--- src/rtl/serv_mem_arb.sv ---
// Arbitrates the SERV ibus/dbus Wishbone-classic masters onto one single-port
// synchronous SRAM (1-cycle read latency). One transaction in flight, dbus wins.
module serv_mem_arb #(
  parameter int MEM_AW        = 12,
  parameter bit MEM_INIT_ZERO = 1'b1
) (
  input  logic              clk,
  input  logic              i_rst_n,
  input  logic [31:0]       i_ibus_adr,
  input  logic              i_ibus_cyc,
  output logic [31:0]       o_ibus_rdt,
  output logic              o_ibus_ack,
  input  logic [31:0]       i_dbus_adr,
  input  logic [31:0]       i_dbus_dat,
  input  logic [3:0]        i_dbus_sel,
  input  logic              i_dbus_we,
  input  logic              i_dbus_cyc,
  output logic [31:0]       o_dbus_rdt,
  output logic              o_dbus_ack,
  output logic [MEM_AW-1:0] o_mem_addr,
  output logic              o_mem_en,
  output logic [3:0]        o_mem_we,
  output logic [31:0]       o_mem_wdata,
  input  logic [31:0]       i_mem_rdata
);

  typedef enum logic [2:0] {IDLE, IRD, DRD, WACK, RACK} state_e;

  state_e      state_q, state_d;
  logic        ibus_ack_q, ibus_ack_d;
  logic        dbus_ack_q, dbus_ack_d;
  logic [31:0] ibus_rdt_q, ibus_rdt_d;
  logic [31:0] dbus_rdt_q, dbus_rdt_d;

  // Address bits outside the SRAM word window are deliberately ignored (wrap).
  logic unused_adr_bits;
  assign unused_adr_bits = ^{i_ibus_adr[31:MEM_AW+2], i_ibus_adr[1:0],
                             i_dbus_adr[31:MEM_AW+2], i_dbus_adr[1:0]};

  assign o_mem_wdata = i_dbus_dat;

  always_comb begin
    // NOTE: every output of this block gets a default first so no path can infer a latch.
    state_d    = state_q;
    ibus_ack_d = 1'b0;
    dbus_ack_d = 1'b0;
    ibus_rdt_d = ibus_rdt_q;
    dbus_rdt_d = dbus_rdt_q;
    o_mem_en   = 1'b0;
    o_mem_we   = 4'b0000;
    o_mem_addr = i_dbus_adr[MEM_AW+1:2];

    unique case (state_q)
      IDLE: begin
        if (i_dbus_cyc) begin
          o_mem_en   = 1'b1;
          o_mem_addr = i_dbus_adr[MEM_AW+1:2];
          o_mem_we   = i_dbus_we ? i_dbus_sel : 4'b0000;
          state_d    = i_dbus_we ? WACK : DRD;
        end else if (i_ibus_cyc) begin
          o_mem_en   = 1'b1;
          o_mem_addr = i_ibus_adr[MEM_AW+1:2];
          state_d    = IRD;
        end
      end
      IRD: begin
        ibus_rdt_d = i_mem_rdata;
        ibus_ack_d = 1'b1;
        state_d    = RACK;
      end
      DRD: begin
        dbus_rdt_d = i_mem_rdata;
        dbus_ack_d = 1'b1;
        state_d    = RACK;
      end
      WACK: begin
        dbus_ack_d = 1'b1;
        state_d    = RACK;
      end
      // The master still holds cyc during its ack cycle; ignoring requests here
      // is what prevents a duplicate accept.
      RACK:    state_d = IDLE;
      default: state_d = IDLE;
    endcase
  end

  // NOTE: sequential state uses non-blocking assignments so every flop samples pre-edge values.
  always_ff @(posedge clk or negedge i_rst_n) begin
    if (!i_rst_n) begin
      state_q    <= IDLE;
      ibus_ack_q <= 1'b0;
      dbus_ack_q <= 1'b0;
    end else begin
      state_q    <= state_d;
      ibus_ack_q <= ibus_ack_d;
      dbus_ack_q <= dbus_ack_d;
    end
  end

  // NOTE: read-data registers are pure datapath and only need a reset when a defined
  // post-reset value is wanted; leaving them unreset allows reset-less flops.
  if (MEM_INIT_ZERO) begin : g_rdt_rst
    always_ff @(posedge clk or negedge i_rst_n) begin
      if (!i_rst_n) begin
        ibus_rdt_q <= '0;
        dbus_rdt_q <= '0;
      end else begin
        ibus_rdt_q <= ibus_rdt_d;
        dbus_rdt_q <= dbus_rdt_d;
      end
    end
  end else begin : g_rdt_norst
    always_ff @(posedge clk) begin
      ibus_rdt_q <= ibus_rdt_d;
      dbus_rdt_q <= dbus_rdt_d;
    end
  end

  assign o_ibus_ack = ibus_ack_q;
  assign o_dbus_ack = dbus_ack_q;
  assign o_ibus_rdt = ibus_rdt_q;
  assign o_dbus_rdt = dbus_rdt_q;

endmodule

--- config.mk ---
export PLATFORM = sky130hd
export DESIGN_NAME = serv_mem_arb
export DESIGN_NICKNAME = d
export VERILOG_FILES = /design/src/rtl/serv_mem_arb.sv
export SDC_FILE = /design/constraint.sdc
export NUM_CORES = 1
export LEC_CHECK = 0
export ABC_AREA = 1
export CAP_MARGIN = 20
export CORE_MARGIN = 5
export CORE_UTILIZATION = 34
export CTS_BUF_LIST = sky130_fd_sc_hd__clkbuf_4 sky130_fd_sc_hd__clkbuf_8
export CTS_CLUSTER_DIAMETER = 60
export CTS_CLUSTER_SIZE = 10
export DETAILED_ROUTE_END_ITERATION = 7
export PLACE_DENSITY = 0.88
export SLEW_MARGIN = 15
export SYNTH_ARGS = -nofsm -noshare
export SYNTH_HDL_FRONTEND = slang
export SYNTH_SLANG_ARGS = --single-unit
export TNS_END_PERCENT = 1
--- constraint.sdc ---
create_clock -name clk -period 1.3 [get_ports clk]
set_input_delay 0.195 -clock clk [delete_from_list [all_inputs] [get_ports clk]]
set_output_delay 0.195 -clock clk [all_outputs]
set_load 0.03 [all_outputs]
==> impl_metrics.ini, run 1 <==
[detailed_routing]
drt_first_pass_iters = 4
drc = 0
drt-total-wl_um = 8510
ant_nets = 0
drt-wirelength-per-cell_um = 14.7
vias = 2764
avgViaCountPerCell = 4.77
drt_iter0_drc = 88

[timing]
fin_crit_sh = 1.25
timing.final.ws_setup_ns = -0.319
slew_headroom = 0.765
final-setup-viol-count = 17
rsz0062_at_grt = yes
hold_violations = 0
tightestPinTransition_ns = 0.353
holdWs_ns = 0.390
drv_slew = 0
skew_ns = 0.00903
layout_min_cycle_time_ns = 1.62
fmax_mhz = 618
tns_ns = -4.95

[placed_design]
dpl_cell_area_um2 = 4510
port_buffers = 147
place_ws_ns = -0.255
dpl.hpwl_um = 6300
place.gp.congestion = 0.780
dp_cells = 562

[synthesis]
ys_seq_area_frac = 0.554
synth.avg_cell_area_um2 = 9.14
ys_types = 20
netlist_area_um2 = 3120
yosysWarningCount = 0
synthesis.nets = 478
synth_seq_cells = 69
synthCells = 341

[worst_setup_path]
crit_path_end_kind = primary output
cp_slowest_stage_delay_ns = 0.41
crit_type = reg -> out
path_max_fanout = 6
critPathLaunchType = flop
r2r_start = state_q[1]
crit_path_cell_trace = nor2_4, nand3_2, buf_6, nand2_4, nand2_2, buf_6
critPathArrivalTime_ns = 1.42
crit_slowest_cell = dfrtp_1
crit_family = flip-flops
cp.buffers_inverters = 2
r2r_cells = 7
cp.required_ns = 1.11
timing.critical_path.mode_cell = buf_6
reg2reg_slack_ns = 0.03
r2r-end = o_dbus_rdt[26]

[clock_tree]
cts-buffers-inserted = 9
clk_path_buf_depth = 2
cts_tree = built
cts-root-buf = clkbuf_8
cts_max_level = 3
cts_sinks = 69
clock_latency_ns = 0.33
clkTransAtPathRegs_ns = 0.06

[die]
row_count = 35
ios = 252
die-area_um2 = 11200
core_um2 = 9060
initial_core_util = 0.344
fp.dieW_um = 106
die_h_um = 106

[global_routing]
grt_max_degree = 70
antenna_found_initial = 0
top_usage_layer = met2
met3_usage = 0.0496
grtUsageMet2 = 0.249
track_usage = 0.149
gr-total-overflow = 0
first_global_vias = 2780
grt_pass1_wl_um = 13500
met1_usage = 0.171

[final_layout]
drive_gt1_frac = 0.260
nets = 602
mostFrequentLayoutCell = dfrtp_1
multi_input_area_um2 = 936
areaGrowthSynthToFinish_pct = 50.6
final_cell_mix = dfrtp_1, nand2_1, clkdlybuf4s50_1
num-fill-cells = 844
finalInstanceArea_um2 = 4690
register_area_um2 = 1730
fin_cells = 580
final_util = 0.518
antenna_cells = 0

[status]
status = finished, violations left
violations = setup timing

[power_and_ir_drop]
peakVddDrop_uv = 1240
p_per_area_nw_per_um2 = 2580
p_leak_nw = 2.33
power_mw = 12.1

[flow_run]
drv_cap = 0

[min_path]
hold_class = in -> out
hold-path-cell-count = 0
min_from = i_dbus_dat[23]
hold_end = o_mem_wdata[23]
area by class of cell:
| class | count | share of cell area |
|---|---|---|
| inverter | 38 | 0.0304 |
| clock buffer | 11 | 0.0309 |
| clock inverter | 4 | 0.00533 |
| tap | 111 | 0.0296 |
| sequential | 69 | 0.368 |
| multi-input combinational | 185 | 0.199 |
| timing repair buffer | 162 | 0.336 |
flip-flops by register name, summed over array words and instances (netlist names):
signal,flops
o_dbus_ack,1
o_dbus_rdt,32
o_ibus_ack,1
o_ibus_rdt,32
state_q,3
routing by layer:
layer,vias to the layer above,wire length [um],part of all wire
met5,-,0,0
met1,1294,3210,0.38
li1,1295,-,-
met2,134,4310,0.51
met4,0,366,0.043
met3,41,625,0.073
Yosys cell counts:
cell	count	area share
a21oi_1	1	0.0016
buf_2	4	0.0064
buf_4	36	0.087
buf_6	4	0.014
clkbuf_1	1	0.0012
clkbuf_2	1	0.0016
clkbuf_8	3	0.013
dfrtp_1	69	0.55
inv_1	36	0.043
inv_2	2	0.0024
nand2_1	89	0.11
nand2_4	1	0.0036
nand3_1	5	0.0080
nand3_2	1	0.0032
nand4_1	12	0.024
nor2_1	8	0.0096
nor2_2	3	0.0060
nor3_1	1	0.0016
o21ai_1	57	0.092
o21ai_2	7	0.020
worst max-delay path by stage:
stage                     from        endpoint  slack [ns]  depth (start not counted)
finish              state_q[0]   o_mem_addr[2]       -0.32                          6
global route        state_q[0]   o_mem_addr[2]       -0.39                          6
CTS                 state_q[1]  o_mem_addr[10]       -0.32                          6
detailed placement  i_ibus_cyc  o_mem_addr[10]       -0.26                          8
global placement    i_ibus_cyc   o_mem_addr[8]       -0.21                          8
floorplan           state_q[0]        o_mem_en       -0.03                          3
timing repair:
item / in CTS / in global routing
hold endpoints to repair: 69 / 0
endpoints found under the setup margin: 77 / 70
gates resized for setup: 115 / 78
setup buffers: 1 / 0
gates cloned: 1 / 0
hold buffers: 1 / 0
pin swaps: 3 / 1
report_power, final:
part | switching [mW] | leakage, nW | internal, mW
Combinational | 4.27 | 1.40 | 2.48
Clock | 0.753 | 0.0846 | 0.748
Sequential | 0.643 | 0.848 | 3.21
Total | 5.67 | 2.33 | 6.44
cell families (layout without fill, tap and decap cells):
family                 Yosys count  count (layout)  synth area share
AOI/OAI and AO/OA               65              65             0.113
buffers and inverters           87             215             0.169
and+or+nand+nor                120             120             0.163
DFF                             69              69             0.554
Power figures use the tool's default switching activity.
==> run 2: changes to the inputs <==
- CORE_AREA: not set -> 5 5 94 96
- CORE_MARGIN: 5 -> not set
- CORE_UTILIZATION: 34 -> not set
- DIE_AREA: not set -> 0 0 99 101
- DONT_BUFFER_PORTS: not set -> 1
- PLACE_DENSITY: 0.88 -> 0.59
==> run 2 against run 1 <==
  * The run ends with hold timing, setup timing left
  * Wire length down 17%
  * Sequential power is 56% higher
  * Non-clock buffer count is 118 lower
  * Combinational power shrank 56%
  * Clock power is 17% higher
  * Clock-buffer cell count fell by 1
  * Final cell count is 21% lower
  * Global-route usage fell by 1.2 points
  * Fmax rose by 1.1%
  * Via count shrank 20%
  * Sequential share of layout area is 9.8 points higher
  * Critical path type unchanged
  * Critical path depth fell by 2
==> impl_metrics.ini, run 2 (synthesized netlist as in run 1, its figures left out) <==
[status]
status = finished, violations left
violations = hold timing, setup timing

[clock_tree]
clock_latency_ns = 0.33
clkTransAtPathRegs_ns = 0.08
cts_tree = built
holdBufCountCts = 24
cts-root-buf = clkbuf_8
cts-buffers-inserted = 9
cts_sinks = 69
clk_path_buf_depth = 2
cts_max_level = 3

[timing]
skew_ns = 0.00450
final-setup-viol-count = 17
timing.final.ws_setup_ns = -0.302
layout_min_cycle_time_ns = 1.60
hold_violations = 69
rsz0062_at_grt = yes
tightestPinTransition_ns = 0.340
fin_crit_sh = 1.23
slew_headroom = 0.773
fmax_mhz = 624
holdWs_ns = -0.456
drv_slew = 0

[final_layout]
nets = 484
mostFrequentLayoutCell = nand2_1
final_cell_mix = nand2_1, dfrtp_1, o21ai_1
areaGrowthSynthToFinish_pct = 18.9
drive_gt1_frac = 0.213
antenna_cells = 0

[die]
core_um2 = 7970
ios = 252
initial_core_util = 0.391
fp.dieW_um = 99
row_count = 33
die-area_um2 = 10000
die_h_um = 101

[flow_run]
drv_cap = 0

[detailed_routing]
ant_nets = 0
drt_iter0_drc = 44
avgViaCountPerCell = 4.85
drc = 0
drt_first_pass_iters = 5
drt-total-wl_um = 7030
drt-wirelength-per-cell_um = 15.4
vias = 2216

[worst_setup_path]
cp.required_ns = 1.11
r2r_cells = 6
cp_slowest_stage_delay_ns = 0.41
reg2reg_slack_ns = 0.06
crit_path_end_kind = primary output
r2r_start = state_q[2]
crit_type = reg -> out
critPathArrivalTime_ns = 1.41
crit_path_cell_trace = nor2_4, buf_6, nand4_1, nand2_4
path_max_fanout = 10
r2r-end = o_dbus_rdt[30]
crit_slowest_cell = dfrtp_1
critPathLaunchType = flop

[placed_design]
place_ws_ns = 0.0230
port_buffers = 0
place.gp.congestion = 0.737
dpl.hpwl_um = 4680

[power_and_ir_drop]
peakVddDrop_uv = 1200
power_mw = 10.7
p_per_area_nw_per_um2 = 2900
p_leak_nw = 1.81

[global_routing]
gr-total-overflow = 0
track_usage = 0.138
first_global_vias = 2189
grt_max_degree = 70
grt_pass1_wl_um = 11000
antenna_found_initial = 0

[min_path]
hold_class = in -> async
-- run 2: cell types whose count changed in the layout (fill, tap and decap cells not counted), sizes merged, moves of 18 or more --
cell / before / now
clkdlybuf4s50: 63 / 0
clkbuf: 40 / 10
clkdlybuf4s15: 30 / 0
dlygate4sd3: 1 / 24
buf: 38 / 20
-- run 2: critical path: cells and delay by family (launching register included) --
kind / cells / cell delay, ns
flops: 1 / 0.41
simple gates: 3 / 0.51
buf+inv: 1 / 0.16
-- run 2: power by group --
| group | internal, mW | switching [mW] |
|---|---|---|
| Sequential | 3.18 | 2.82 |
| Combinational | 1.23 | 1.75 |
| Clock | 0.950 | 0.810 |
-- run 2: area by class of cell --
class                   instances  area [um2]
well taps                     105         131
clock inverters                 6        71.3
flip-flops and latches         69        1730
clock buffers                  10         138
inverters                      38         145
repair buffers                 44         474
multi-input cells             185        1020
fillers                       708        4270
-- run 2: how the worst max path moves through the flow --
| stage | from | to | slack (ns) | depth (start not counted) |
|---|---|---|---|---|
| 6_report | state_q[0] | o_mem_addr[8] | -0.30 | 4 |
| 5_1_grt | state_q[0] | o_mem_en | -0.37 | 5 |
| 4_1_cts | state_q[1] | o_mem_addr[5] | -0.28 | 5 |
| 3_5_place_dp | state_q[0] | o_mem_we[1] | 0.02 | 5 |
| 3_3_place_gp | state_q[0] | o_mem_we[0] | 0.04 | 5 |
| 2_1_floorplan | state_q[0] | o_mem_en | -0.03 | 3 |
-- run 2: metal layers --
| metal | wire [um] | GRT usage | vias to the layer above |
|---|---|---|---|
| met2 | 3260 | 0.206 | 116 |
| met5 | 0 | 0 | - |
| met4 | 167 | 0.0756 | 0 |
| met1 | 2720 | 0.163 | 1019 |
| li1 | - | - | 1061 |
| met3 | 880 | 0.0664 | 20 |
-- run 2: through the flow --
step	util	hold WS [ns]	cell area (um2)	cells	setup TNS (ns)
floorplan	-	-0.101	3120	341	-0.175
global placement	0.381	-0.0991	3040	414	0
detailed placement	0.381	-0.0988	3040	414	0
CTS	0.454	-0.482	3620	456	-4.62
global route	0.465	-0.488	3700	457	-5.98
finish	0.465	-0.456	3700	457	-4.56
-- run 2: what timing repair did --
item	4_1_cts	5_1_grt
endpoints found under the hold margin	109	69
cloned	0	1
pin swaps	7	7
gates resized for setup	34	20
buffers inserted	2	0
setup endpoints to repair	17	20
